### config.mk
export PLATFORM = sky130hd
export DESIGN_NAME = ddram_rom_ctrl
export DESIGN_NICKNAME = d
export VERILOG_FILES = /design/src/rtl/ddram_rom_ctrl.sv
export SDC_FILE = /design/constraint.sdc
export NUM_CORES = 1
export LEC_CHECK = 0
export ABC_AREA = 1
export CAP_MARGIN = 10
export CORE_UTILIZATION = 42
export CTS_BUF_LIST = sky130_fd_sc_hd__clkbuf_8 sky130_fd_sc_hd__clkbuf_16
export DETAILED_ROUTE_END_ITERATION = 10
export PLACE_DENSITY = 0.82
export RECOVER_POWER = 100
export SYNTH_ARGS = -nofsm -noshare
export SYNTH_HDL_FRONTEND = slang
export SYNTH_SLANG_ARGS = --single-unit
export TNS_END_PERCENT = 20
### constraint.sdc
create_clock -name clk_sys -period 1.5 [get_ports clk_sys]
set_input_delay 0.3 -clock clk_sys [delete_from_list [all_inputs] [get_ports clk_sys]]
set_output_delay 0.3 -clock clk_sys [all_outputs]
set_load 0.01 [all_outputs]
### src/rtl/ddram_rom_ctrl.sv
// rtl/ddram_rom_ctrl.sv - 16-bit toggle-handshake ROM port onto a 64-bit DDRAM bus with a one-line read cache
module ddram_rom_ctrl #(
    parameter logic [6:0] BASE_ADDR = 7'h18
) (
    input  logic        clk_sys,
    input  logic        reset,

    input  logic [24:0] wraddr,
    input  logic [15:0] din,
    input  logic        we_req,
    output logic        we_ack,

    input  logic [22:0] rdaddr,
    output logic [15:0] dout,
    input  logic        rd_req,
    output logic        rd_ack,

    input  logic        DDRAM_BUSY,
    output logic [7:0]  DDRAM_BURSTCNT,
    output logic [28:0] DDRAM_ADDR,
    input  logic [63:0] DDRAM_DOUT,
    input  logic        DDRAM_DOUT_READY,
    output logic        DDRAM_RD,
    output logic [63:0] DDRAM_DIN,
    output logic [7:0]  DDRAM_BE,
    output logic        DDRAM_WE
);

    localparam logic [1:0] S_IDLE    = 2'd0;
    localparam logic [1:0] S_WRITE   = 2'd1;
    localparam logic [1:0] S_RD_CMD  = 2'd2;
    localparam logic [1:0] S_RD_WAIT = 2'd3;

    logic [1:0]  r_state;
    logic        r_we_ack;
    logic        r_rd_ack;
    logic [15:0] r_dout;
    logic        r_rd;
    logic        r_we;
    logic [28:0] r_addr;
    logic [63:0] r_din;
    logic [7:0]  r_be;
    logic [63:0] r_line;
    logic [21:0] r_tag;
    logic        r_valid;

    logic        w_wr_pend;
    logic        w_rd_pend;
    logic [21:0] w_rd_tag;
    logic        w_hit;
    logic [15:0] w_hit_word;
    logic [15:0] w_ret_word;
    logic        w_unused_wraddr0;

    // Byte address bit 0 carries no information for 16-bit writes.
    assign w_unused_wraddr0 = wraddr[0];

    assign w_wr_pend  = (we_req != r_we_ack);
    assign w_rd_pend  = (rd_req != r_rd_ack);
    assign w_rd_tag   = {1'b0, rdaddr[22:2]};
    assign w_hit      = r_valid && (r_tag == w_rd_tag);
    assign w_hit_word = r_line[{rdaddr[1:0], 4'b0000} +: 16];
    assign w_ret_word = DDRAM_DOUT[{rdaddr[1:0], 4'b0000} +: 16];

    assign we_ack         = r_we_ack;
    assign rd_ack         = r_rd_ack;
    assign dout           = r_dout;
    assign DDRAM_BURSTCNT = 8'd1;
    assign DDRAM_ADDR     = r_addr;
    assign DDRAM_RD       = r_rd;
    assign DDRAM_WE       = r_we;
    assign DDRAM_DIN      = r_din;
    assign DDRAM_BE       = r_be;

    // Command sequencer: one DDRAM command in flight, writes win ties, hits answer without the bus.
    always_ff @(posedge clk_sys) begin
        if (reset) begin
            r_state  <= S_IDLE;
            r_rd     <= 1'b0;
            r_we     <= 1'b0;
            r_valid  <= 1'b0;
            r_dout   <= 16'h0000;
            r_we_ack <= we_req;
            r_rd_ack <= rd_req;
            r_addr   <= 29'h0;
            r_din    <= 64'h0;
            r_be     <= 8'h00;
            r_line   <= 64'h0;
            r_tag    <= 22'h0;
        end else begin
            case (r_state)
                S_IDLE: begin
                    if (w_wr_pend) begin
                        r_we    <= 1'b1;
                        r_addr  <= {BASE_ADDR, wraddr[24:3]};
                        r_din   <= {4{din}};
                        r_be    <= 8'b0000_0011 << {wraddr[2:1], 1'b0};
                        r_state <= S_WRITE;
                    end else if (w_rd_pend) begin
                        if (w_hit) begin
                            r_dout   <= w_hit_word;
                            r_rd_ack <= rd_req;
                        end else begin
                            r_rd    <= 1'b1;
                            r_addr  <= {BASE_ADDR, 1'b0, rdaddr[22:2]};
                            r_state <= S_RD_CMD;
                        end
                    end
                end
                S_WRITE: begin
                    // Command registers stay frozen until the bus accepts.
                    if (!DDRAM_BUSY) begin
                        r_we     <= 1'b0;
                        r_we_ack <= we_req;
                        if (wraddr[24:3] == r_tag) begin
                            r_valid <= 1'b0;
                        end
                        r_state  <= S_IDLE;
                    end
                end
                S_RD_CMD: begin
                    if (!DDRAM_BUSY) begin
                        r_rd    <= 1'b0;
                        r_state <= S_RD_WAIT;
                    end
                end
                S_RD_WAIT: begin
                    if (DDRAM_DOUT_READY) begin
                        r_line   <= DDRAM_DOUT;
                        r_tag    <= w_rd_tag;
                        r_valid  <= 1'b1;
                        r_dout   <= w_ret_word;
                        r_rd_ack <= rd_req;
                        r_state  <= S_IDLE;
                    end
                end
                default: begin
                    r_state <= S_IDLE;
                end
            endcase
        end
    end

endmodule

==> flow_metrics.py, run 1 <==
metrics = {
    "logic_synthesis": {
        "ys_ff_latch": 151,
        "synth_flop_cell": "dfxtp_1",
        "ys_warn_count": 0,
        "yosys.area.top_type_share_pct": 36.8,
        "yosysMostFrequentCell": "o21ai_0",
        "async_reset_ff_share_pct": 0,
        "synth_edf_count": 2,
        "syn-cell-area_sq_mm": 0.00811,
        "syn_area_per_cell_sq_um": 6.88,
        "synth_commonest_cells": "190 x o21ai_0, 163 x nand2_1, 149 x dfxtp_1",
        "ys_types": 38,
        "seq_area_frac_synth_pct": 37.5,
        "netlist_instances": 1178,
        "synth_largest_area_cell": "dfxtp_1",
        "yosys-top-cells-area": "dfxtp_1 37%, o21ai_0 12%, nand2_1 7.5%",
    },
    "status": {
        "violations": "negative setup slack",
        "status": "finished with violations",
    },
    "floorplanning": {
        "start_util_pct": 43.0,
        "die-area_sq_mm": 0.0199,
        "pin_count": 263,
        "dieWidth_um": 141,
        "coreArea_sq_mm": 0.0188,
        "fp-row-count": 50,
        "die_h_um": 141,
    },
    "worst_setup_path": {
        "cp.arrival_ns": 1.96,
        "critPathKind": "flop to flop",
        "cp-end-kind": "flop",
        "required_ns": 1.78,
        "crit_path_max_fanout": 5,
        "critPathLaunchType": "flop",
    },
    "cts": {
        "cts_root_buf": "clkbuf_16",
        "insertion_delay_ns": 0.44,
        "cts-hold-fix-buffers": 0,
        "numClockSinks": 151,
        "clk_pin_slew_ns": 0.06,
        "cts_tree": "built",
        "htreeDepth": 4,
        "numCtsBuffers": 17,
        "clock_path_buffers": 2,
    },
    "grt": {
        "grt_max_degree": 59,
        "gr-total-overflow": 0,
        "grt_pass1_vias": 8377,
        "grt_use_total_pct": 28.9,
        "grt_antenna_before_repair": 1,
        "grt_pass1_wl_um": 44500,
    },
    "routing": {
        "dr.first_iter.drc_count": 921,
        "avgViaCountPerCell": 5.28,
        "vias": 9041,
        "wirelength_um": 29500,
        "routedWlPerCell_um": 17.2,
        "drc": 0,
        "antenna_left": 0,
        "dr.pass1.iters": 5,
    },
    "power": {
        "powerDensity_mw_per_mm2": 1380,
        "peakVddDrop_mv": 1.12,
        "total_leakage_power_nw": 5.37,
    },
    "timing": {
        "rsz0062_at_grt": "yes",
        "finalHoldViolCount": 0,
        "min_period_over_period_pct": 112,
        "clock_skew_ns": 0.00939,
        "maxSlewViolCount": 0,
        "max_freq_mhz": 596,
        "relSlewSlack_pct": 53.4,
        "min_period_ns": 1.68,
        "setup_violations": 88,
        "setup_ws_ns": -0.178,
        "tightest_slew_ns": 0.699,
    },
    "job": {
        "maxCapViolCount": 0,
    },
    "placement": {
        "dp_hpwl_um": 20300,
        "place_congestion": 0.939,
        "port_buffers": 248,
        "dp.cells": 1663,
        "dpl_cell_area_sq_mm": 0.0110,
    },
    "final_layout": {
        "drive_above_1_share_pct": 22.9,
        "area_growth_pct": 50.8,
        "fill_cells": 1584,
        "nets": 1573,
        "stdcell_area_sq_mm": 0.0122,
        "stdcell_count": 1713,
    },
    "hold_path": {
        "hold_class": "primary input to flop",
    },
}
routing by layer:
metal | global-route usage (%) | up-vias | wire length, um
met3 | 7.00 | 93 | 2480
met2 | 47.4 | 497 | 13600
met1 | 35.9 | 4118 | 12100
met4 | 13.0 | 0 | 1300
met5 | 0 | - | 0
li1 | - | 4333 | -
cell type report:
type                    instances  area [sq um]  share of cell area (%)
clock inverters                15           151                    1.24
inverters                     126           495                    4.05
clock buffers                  17           425                    3.48
multi-input cells             777          4300                    35.1
diodes                          1          2.50                  0.0205
well taps                     260           325                    2.66
repair buffers                365          3440                    28.2
flip-flops and latches        151          3070                    25.2
repair inverters                1          8.76                  0.0717
flip-flops by register name, summed over array words and instances, names as in the netlist:
register	count
dout	16
r_state	2
DDRAM_ADDR	23
DDRAM_BE	4
DDRAM_WE	1
rd_ack	1
r_valid	1
r_tag	21
r_line	64
we_ack	1
DDRAM_RD	1
DDRAM_DIN	16
logic make-up after synthesis:
family	count (synthesis)	synth area share [%]
compound gates	369	24.4
flops	151	37.5
xor+xnor	6	0.648
buf+inv	263	16.5
simple gates	377	19.4
mux	10	1.39
other cells	2	0.0926
stage by stage:
step | util [%] | TNS [ns] | setup slack, ns | power [mW] | hold WS [ns]
after floorplan | - | -2.15 | -0.192 | 8.90 | 0.399
after CTS | 63.7 | -5.38 | -0.195 | 16.4 | 0.240
after global placement | 58.4 | -42.88 | -0.898 | 11.7 | 0.431
final | 64.9 | -6.77 | -0.178 | 16.9 | 0.224
after global routing | 64.9 | -19.73 | -0.256 | 17.7 | 0.255
after detailed placement | 58.4 | -42.93 | -0.923 | 11.8 | 0.438
worst paths after layout:
kind / start / to / slack [ns] / cells after the start
min: reset / DDRAM_ADDR[25] / 0.22 / 4
max: r_tag[17] / DDRAM_ADDR[2] / -0.18 / 10
min reg2reg: r_line[4] / r_line[4] / 0.44 / 2
max reg2reg: r_tag[17] / DDRAM_ADDR[2] / -0.18 / 10
worst max-delay path, stage by stage (launching register included):
cell and delay, ns:
dfxtp_1 0.33, buf_4 0.15, xnor2_1 0.15, nand4_1 0.11
nor2_1 0.14, nand3_2 0.13, nand2_4 0.16, nand2_8 0.09
buf_6 0.14, nand2_2 0.05, a21oi_1 0.06
layout by cell type (no fill, tap or decap), drive strengths merged, types with 18 or more instances in the layout:
master / count
clkdlybuf4s50: 109
dfxtp: 149
inv: 133
nor2: 146
o21ai: 222
clkbuf: 18
buf: 119
a21oi: 114
nand3: 43
nand2: 173
dlygate4sd2: 134
power by group:
part / internal, mW / switching (mW) / total [mW]
sequential: 4.77 / 0.509 / 5.28
combinational: 3.31 / 3.97 / 7.28
clock: 2.45 / 1.85 / 4.30
total: 10.5 / 6.33 / 16.9
repair_timing:
action	CTS	global route
endpoints found under the setup margin	247	112
cloned	8	0
buffers inserted	8	2
pin swaps	25	26
gates resized for setup	279	93
Note: power is estimated with default switching activity, not from simulation.
==> inputs of run 2 (changes only) <==
--- a/config.mk
+++ b/config.mk
@@ -10,7 +10,7 @@
 export CORE_UTILIZATION = 42
 export CTS_BUF_LIST = sky130_fd_sc_hd__clkbuf_8 sky130_fd_sc_hd__clkbuf_16
 export DETAILED_ROUTE_END_ITERATION = 10
-export PLACE_DENSITY = 0.82
+export PLACE_DENSITY_LB_ADDON = 0.15
 export RECOVER_POWER = 100
 export SYNTH_ARGS = -nofsm -noshare
 export SYNTH_HDL_FRONTEND = slang
==> run 2 against run 1 <==
Against the previous run: the run still ends with negative setup slack left; worst hold slack gained 0.064 ns; combinational power is essentially flat; critical endpoint is now rd_ack; register-to-register slack is essentially flat.
==> flow_metrics.py, run 2 (synthesis gave the netlist of run 1 again) <==
metrics = {
    "status": {
        "status": "finished with violations",
        "violations": "negative setup slack",
    },
    "worst_setup_path": {
        "r2r_start": "we_ack",
        "critPathKind": "flop to flop",
        "cp.arrival_ns": 1.82,
        "critPathLaunch": "we_ack",
        "cp-end-kind": "flop",
        "critPathLaunchType": "flop",
        "crit_path_max_fanout": 5,
        "required_ns": 1.64,
    },
    "grt": {
        "grt_max_degree": 51,
        "grt_pass1_vias": 7854,
        "grt_pass1_wl_um": 42900,
        "gr-total-overflow": 0,
        "grt_use_total_pct": 28.3,
        "grt_antenna_before_repair": 0,
    },
    "cts": {
        "insertion_delay_ns": 0.42,
        "clock_path_buffers": 2,
        "numCtsBuffers": 17,
        "numClockSinks": 151,
        "htreeDepth": 4,
        "cts_root_buf": "clkbuf_16",
        "cts_tree": "built",
        "clk_pin_slew_ns": 0.07,
    },
    "routing": {
        "vias": 8797,
        "avgViaCountPerCell": 5.09,
        "dr.pass1.iters": 5,
        "antenna_left": 0,
        "wirelength_um": 28700,
        "drc": 0,
        "dr.first_iter.drc_count": 671,
        "routedWlPerCell_um": 16.6,
    },
    "timing": {
        "min_period_ns": 1.68,
        "min_period_over_period_pct": 112,
        "maxSlewViolCount": 0,
        "rsz0062_at_grt": "yes",
        "clock_skew_ns": 0.00790,
        "finalHoldWorstSlack_ns": 0.289,
        "tightest_slew_ns": 0.686,
        "max_freq_mhz": 595,
        "setup_ws_ns": -0.181,
        "relSlewSlack_pct": 54.2,
        "setup_violations": 87,
        "finalHoldViolCount": 0,
    },
    "floorplanning": {
        "coreArea_sq_mm": 0.0188,
        "fp-row-count": 50,
        "start_util_pct": 43.0,
        "die_h_um": 141,
        "die-area_sq_mm": 0.0199,
        "dieWidth_um": 141,
        "pin_count": 263,
    },
    "job": {
        "maxCapViolCount": 0,
    },
    "final_layout": {
        "final_util_pct": 65.8,
        "drive_above_1_share_pct": 22.5,
        "insertedDiodeCount": 0,
        "stdcell_area_sq_mm": 0.0124,
        "mostFrequentLayoutCells": "171 x o21ai_0, 132 x dfxtp_1, 131 x dlygate4sd2_1, 128 x nand2_1, 117 x nor2_1",
        "largest_reg_flops": 64,
        "area_growth_pct": 52.9,
        "regMostFlops": "r_line",
        "nets": 1589,
        "final_common_cell": "o21ai_0",
    },
    "power": {
        "peakVddDrop_mv": 0.915,
        "total_leakage_power_nw": 5.49,
        "powerDensity_mw_per_mm2": 1380,
    },
    "placement": {
        "place_congestion": 0.900,
        "dp_hpwl_um": 20600,
        "dpl_cell_area_sq_mm": 0.0111,
        "port_buffers": 248,
    },
    "hold_path": {
        "hp-start": "rdaddr[16]",
        "hold_class": "primary input to flop",
    },
}
run 2: worst paths after layout:
check | end | slack, ns | depth (start not counted)
worst max register to register | rd_ack | -0.18 | 7
worst min register to register | r_line[11] | 0.44 | 2
worst min-delay path | r_tag[14] | 0.29 | 3
worst max-delay path | rd_ack | -0.18 | 7
run 2: critical path, cell delays in order (launching register included):
cell      delay (ns)
edfxtp_1        0.39
or2_1           0.25
nand2_4         0.16
nor2_4          0.06
nor3b_4         0.21
buf_12          0.18
nand2_8         0.08
nand2_2         0.06
run 2: report_power, final:
| part | internal (mW) | total (mW) | switching, mW |
|---|---|---|---|
| clock network | 2.82 | 4.59 | 1.77 |
| registers | 4.76 | 5.24 | 0.476 |
| logic | 3.32 | 7.26 | 3.93 |
run 2: routing by layer:
| metal | up-vias | GRT usage [%] | wire, um |
|---|---|---|---|
| met5 | - | 0 | 0 |
| met3 | 21 | 5.47 | 1940 |
| met2 | 352 | 45.1 | 13200 |
| li1 | 4357 | - | - |
| met1 | 4067 | 39.4 | 13300 |
| met4 | 0 | 6.41 | 329 |
run 2: what timing repair did:
action	CTS	global route
gates cloned	8	1
gates resized for setup	280	70
hold buffers	0	0
pin swaps	45	27
endpoints found under the setup margin	242	128
buffers inserted	8	4
run 2: area by class of cell:
type / instances / area [sq um]
inverter: 126 / 498
multi-input combinational: 778 / 4270
tap: 260 / 325
timing repair inverter: 1 / 16.3
fill: 1699 / 6430
timing repair buffer: 380 / 3600
clock buffer: 18 / 439
clock inverter: 14 / 183
sequential: 151 / 3060
run 2: through the flow:
stage	worst slack [ns]	power [mW]	cells	TNS, ns
floorplan	-0.192	8.90	1189	-2.15
global placement	-0.809	11.9	1676	-58.22
detailed placement	-0.814	12.0	1676	-58.11
CTS	-0.219	16.8	1723	-7.70
global route	-0.266	17.9	1728	-18.64
finish	-0.181	17.1	1728	-6.93
==> inputs of run 3 (changes only) <==
--- a/config.mk
+++ b/config.mk
@@ -10,6 +10,7 @@
 export CORE_UTILIZATION = 42
 export CTS_BUF_LIST = sky130_fd_sc_hd__clkbuf_8 sky130_fd_sc_hd__clkbuf_16
 export DETAILED_ROUTE_END_ITERATION = 10
+export GPL_TIMING_DRIVEN = 0
 export PLACE_DENSITY_LB_ADDON = 0.15
 export RECOVER_POWER = 100
 export SYNTH_ARGS = -nofsm -noshare
==> run 3 against run 2 <==
Against the previous run: the flow still finishes with violations (negative setup slack); power is 5.2% higher; non-clock buffer count is 74 higher; clock skew is 0.0050 ns higher; clock-buffer cell count stayed put; clock power is 4.8% lower; register-to-register slack worse by 0.09 ns; maximum frequency is 5.1% lower; first-iteration DRC count is 35% higher; cell count is 4.1% higher; via count is 7.3% higher; sequential power is 3% higher; critical path depth stayed put; critical path type unchanged.
==> flow_metrics.py, run 3 (synthesis gave the netlist of run 1 again) <==
metrics = {
    "final_layout": {
        "final-seq-area_sq_mm": 0.00312,
        "final_util_pct": 68.6,
        "mostFrequentLayoutCells": "173 x buf_4, 134 x o21ai_0, 124 x nand2_1, 111 x nor2_1, 109 x clkdlybuf4s50_1",
        "final_common_cell": "buf_4",
        "nets": 1659,
        "multi_input_area_sq_mm": 0.00434,
        "stdcell_count": 1798,
        "fill_cells": 1696,
        "drive_above_1_share_pct": 33.1,
        "largest_reg_flops": 64,
        "insertedDiodeCount": 0,
        "regMostFlops": "r_line",
        "area_growth_pct": 59.4,
    },
    "timing": {
        "min_period_ns": 1.77,
        "rsz0062_at_grt": "yes",
        "finalHoldViolCount": 0,
        "max_freq_mhz": 565,
        "setup_violations": 50,
        "maxSlewViolCount": 0,
        "fin_setup_tns_ns": -8.92,
        "min_period_over_period_pct": 118,
        "setup_ws_ns": -0.271,
        "relSlewSlack_pct": 60.7,
        "tightest_slew_ns": 0.590,
        "clock_skew_ns": 0.0129,
    },
    "placement": {
        "dp_hpwl_um": 23100,
        "dp.cells": 1697,
        "place_congestion": 0.971,
        "port_buffers": 248,
    },
    "cts": {
        "clk_pin_slew_ns": 0.07,
        "insertion_delay_ns": 0.43,
        "cts_tree": "built",
        "numCtsBuffers": 17,
        "numClockSinks": 151,
        "clock_path_buffers": 2,
        "cts_root_buf": "clkbuf_16",
        "cts-hold-fix-buffers": 0,
        "htreeDepth": 4,
    },
    "floorplanning": {
        "start_util_pct": 43.0,
        "fp-row-count": 50,
        "dieWidth_um": 141,
        "die-area_sq_mm": 0.0199,
        "coreArea_sq_mm": 0.0188,
        "pin_count": 263,
        "die_h_um": 141,
    },
    "power": {
        "peakVddDrop_mv": 0.930,
        "powerDensity_mw_per_mm2": 1390,
        "total_leakage_power_nw": 5.67,
    },
    "worst_setup_path": {
        "r2r_start": "we_ack",
        "rrSetupSlack_ns": -0.27,
        "cp.arrival_ns": 1.93,
        "required_ns": 1.66,
        "critPathKind": "flop to flop",
        "critPathLaunch": "we_ack",
        "critPathLaunchType": "flop",
        "crit_path_max_fanout": 6,
        "reg2reg_depth": 7,
        "cp-end-kind": "flop",
    },
    "routing": {
        "wirelength_um": 31900,
        "avgViaCountPerCell": 5.25,
        "drc": 0,
        "vias": 9439,
        "dr.pass1.iters": 8,
        "antenna_left": 0,
        "routedWlPerCell_um": 17.7,
        "dr.first_iter.drc_count": 904,
    },
    "grt": {
        "grt_pass1_vias": 8532,
        "gr-total-overflow": 0,
        "grt_use_total_pct": 31.5,
        "grt_antenna_before_repair": 0,
        "grt_max_degree": 17,
        "grt_pass1_wl_um": 47700,
    },
    "hold_path": {
        "hp-start": "rdaddr[20]",
        "hold_class": "primary input to flop",
        "hold_depth": 3,
    },
    "status": {
        "violations": "negative setup slack",
        "status": "finished with violations",
    },
    "job": {
        "maxCapViolCount": 0,
    },
}
-- run 3: changes by cell type in the layout (fill, tap and decap cells not counted), sizes merged --
cell / delta
clkinv: -1
clkbuf: +28
dlymetal6s4s: -1
bufinv: -3
buf: +95
nand2: -3
dlygate4sd2: -47
dlygate4sd3: -1
clkdlybuf4s15: +2
inv: +3
dlymetal6s2s: -2
-- run 3: area by class of cell --
type / count / area share (%)
sequential: 151 / 24.2
timing repair buffer: 317 / 23.0
clock inverter: 14 / 1.04
inverter: 126 / 3.83
clock buffer: 18 / 3.49
buffer: 137 / 8.35
multi-input combinational: 775 / 33.6
tap: 260 / 2.52
-- run 3: layer usage --
metal | global-route usage [%] | vias up | part of all wire (%)
met1 | 40.9 | 4378 | 42
met2 | 51.7 | 502 | 47
met5 | 0 | - | 0
li1 | - | 4499 | -
met3 | 7.81 | 60 | 9.1
met4 | 9.38 | 0 | 2.3
-- run 3: worst max-delay path, stage by stage, from the launching register on --
cell      delay (ns)
edfxtp_1        0.41
or2_4           0.26
nand2_4         0.10
nor2_4          0.05
nor3b_4         0.32
nand2_8         0.13
buf_6           0.17
nand2_4         0.05
-- run 3: through the flow --
step           power [mW]  instance area [sq um]  setup slack (ns)  hold WS [ns]
2_1_floorplan        8.90                   8150            -0.192         0.399
3_3_place_gp         12.1                  11000             -1.12         0.434
3_5_place_dp         12.1                  11000             -1.04         0.439
4_1_cts              17.5                  12600            -0.235         0.356
5_1_grt              18.8                  12900            -0.355         0.404
6_report             18.0                  12900            -0.271         0.361
-- run 3: final timing paths --
path           endpoint
min reg2reg  r_line[10]
max reg2reg      rd_ack
min           r_tag[18]
max              rd_ack
-- run 3: what timing repair did --
action                                  4_1_cts  5_1_grt
pin swaps                                    62       23
buffers inserted                             51       11
gates cloned                                  8        0
resized for setup                           456      116
endpoints found under the setup margin      267      147
endpoints found under the hold margin         0        0
-- run 3: power by group --
part | total [mW] | leakage (nW) | switching [mW] | internal, mW
logic | 8.21 | 4.13 | 4.18 | 4.03
registers | 5.40 | 1.25 | 0.566 | 4.83
clock network | 4.37 | 0.284 | 1.95 | 2.42
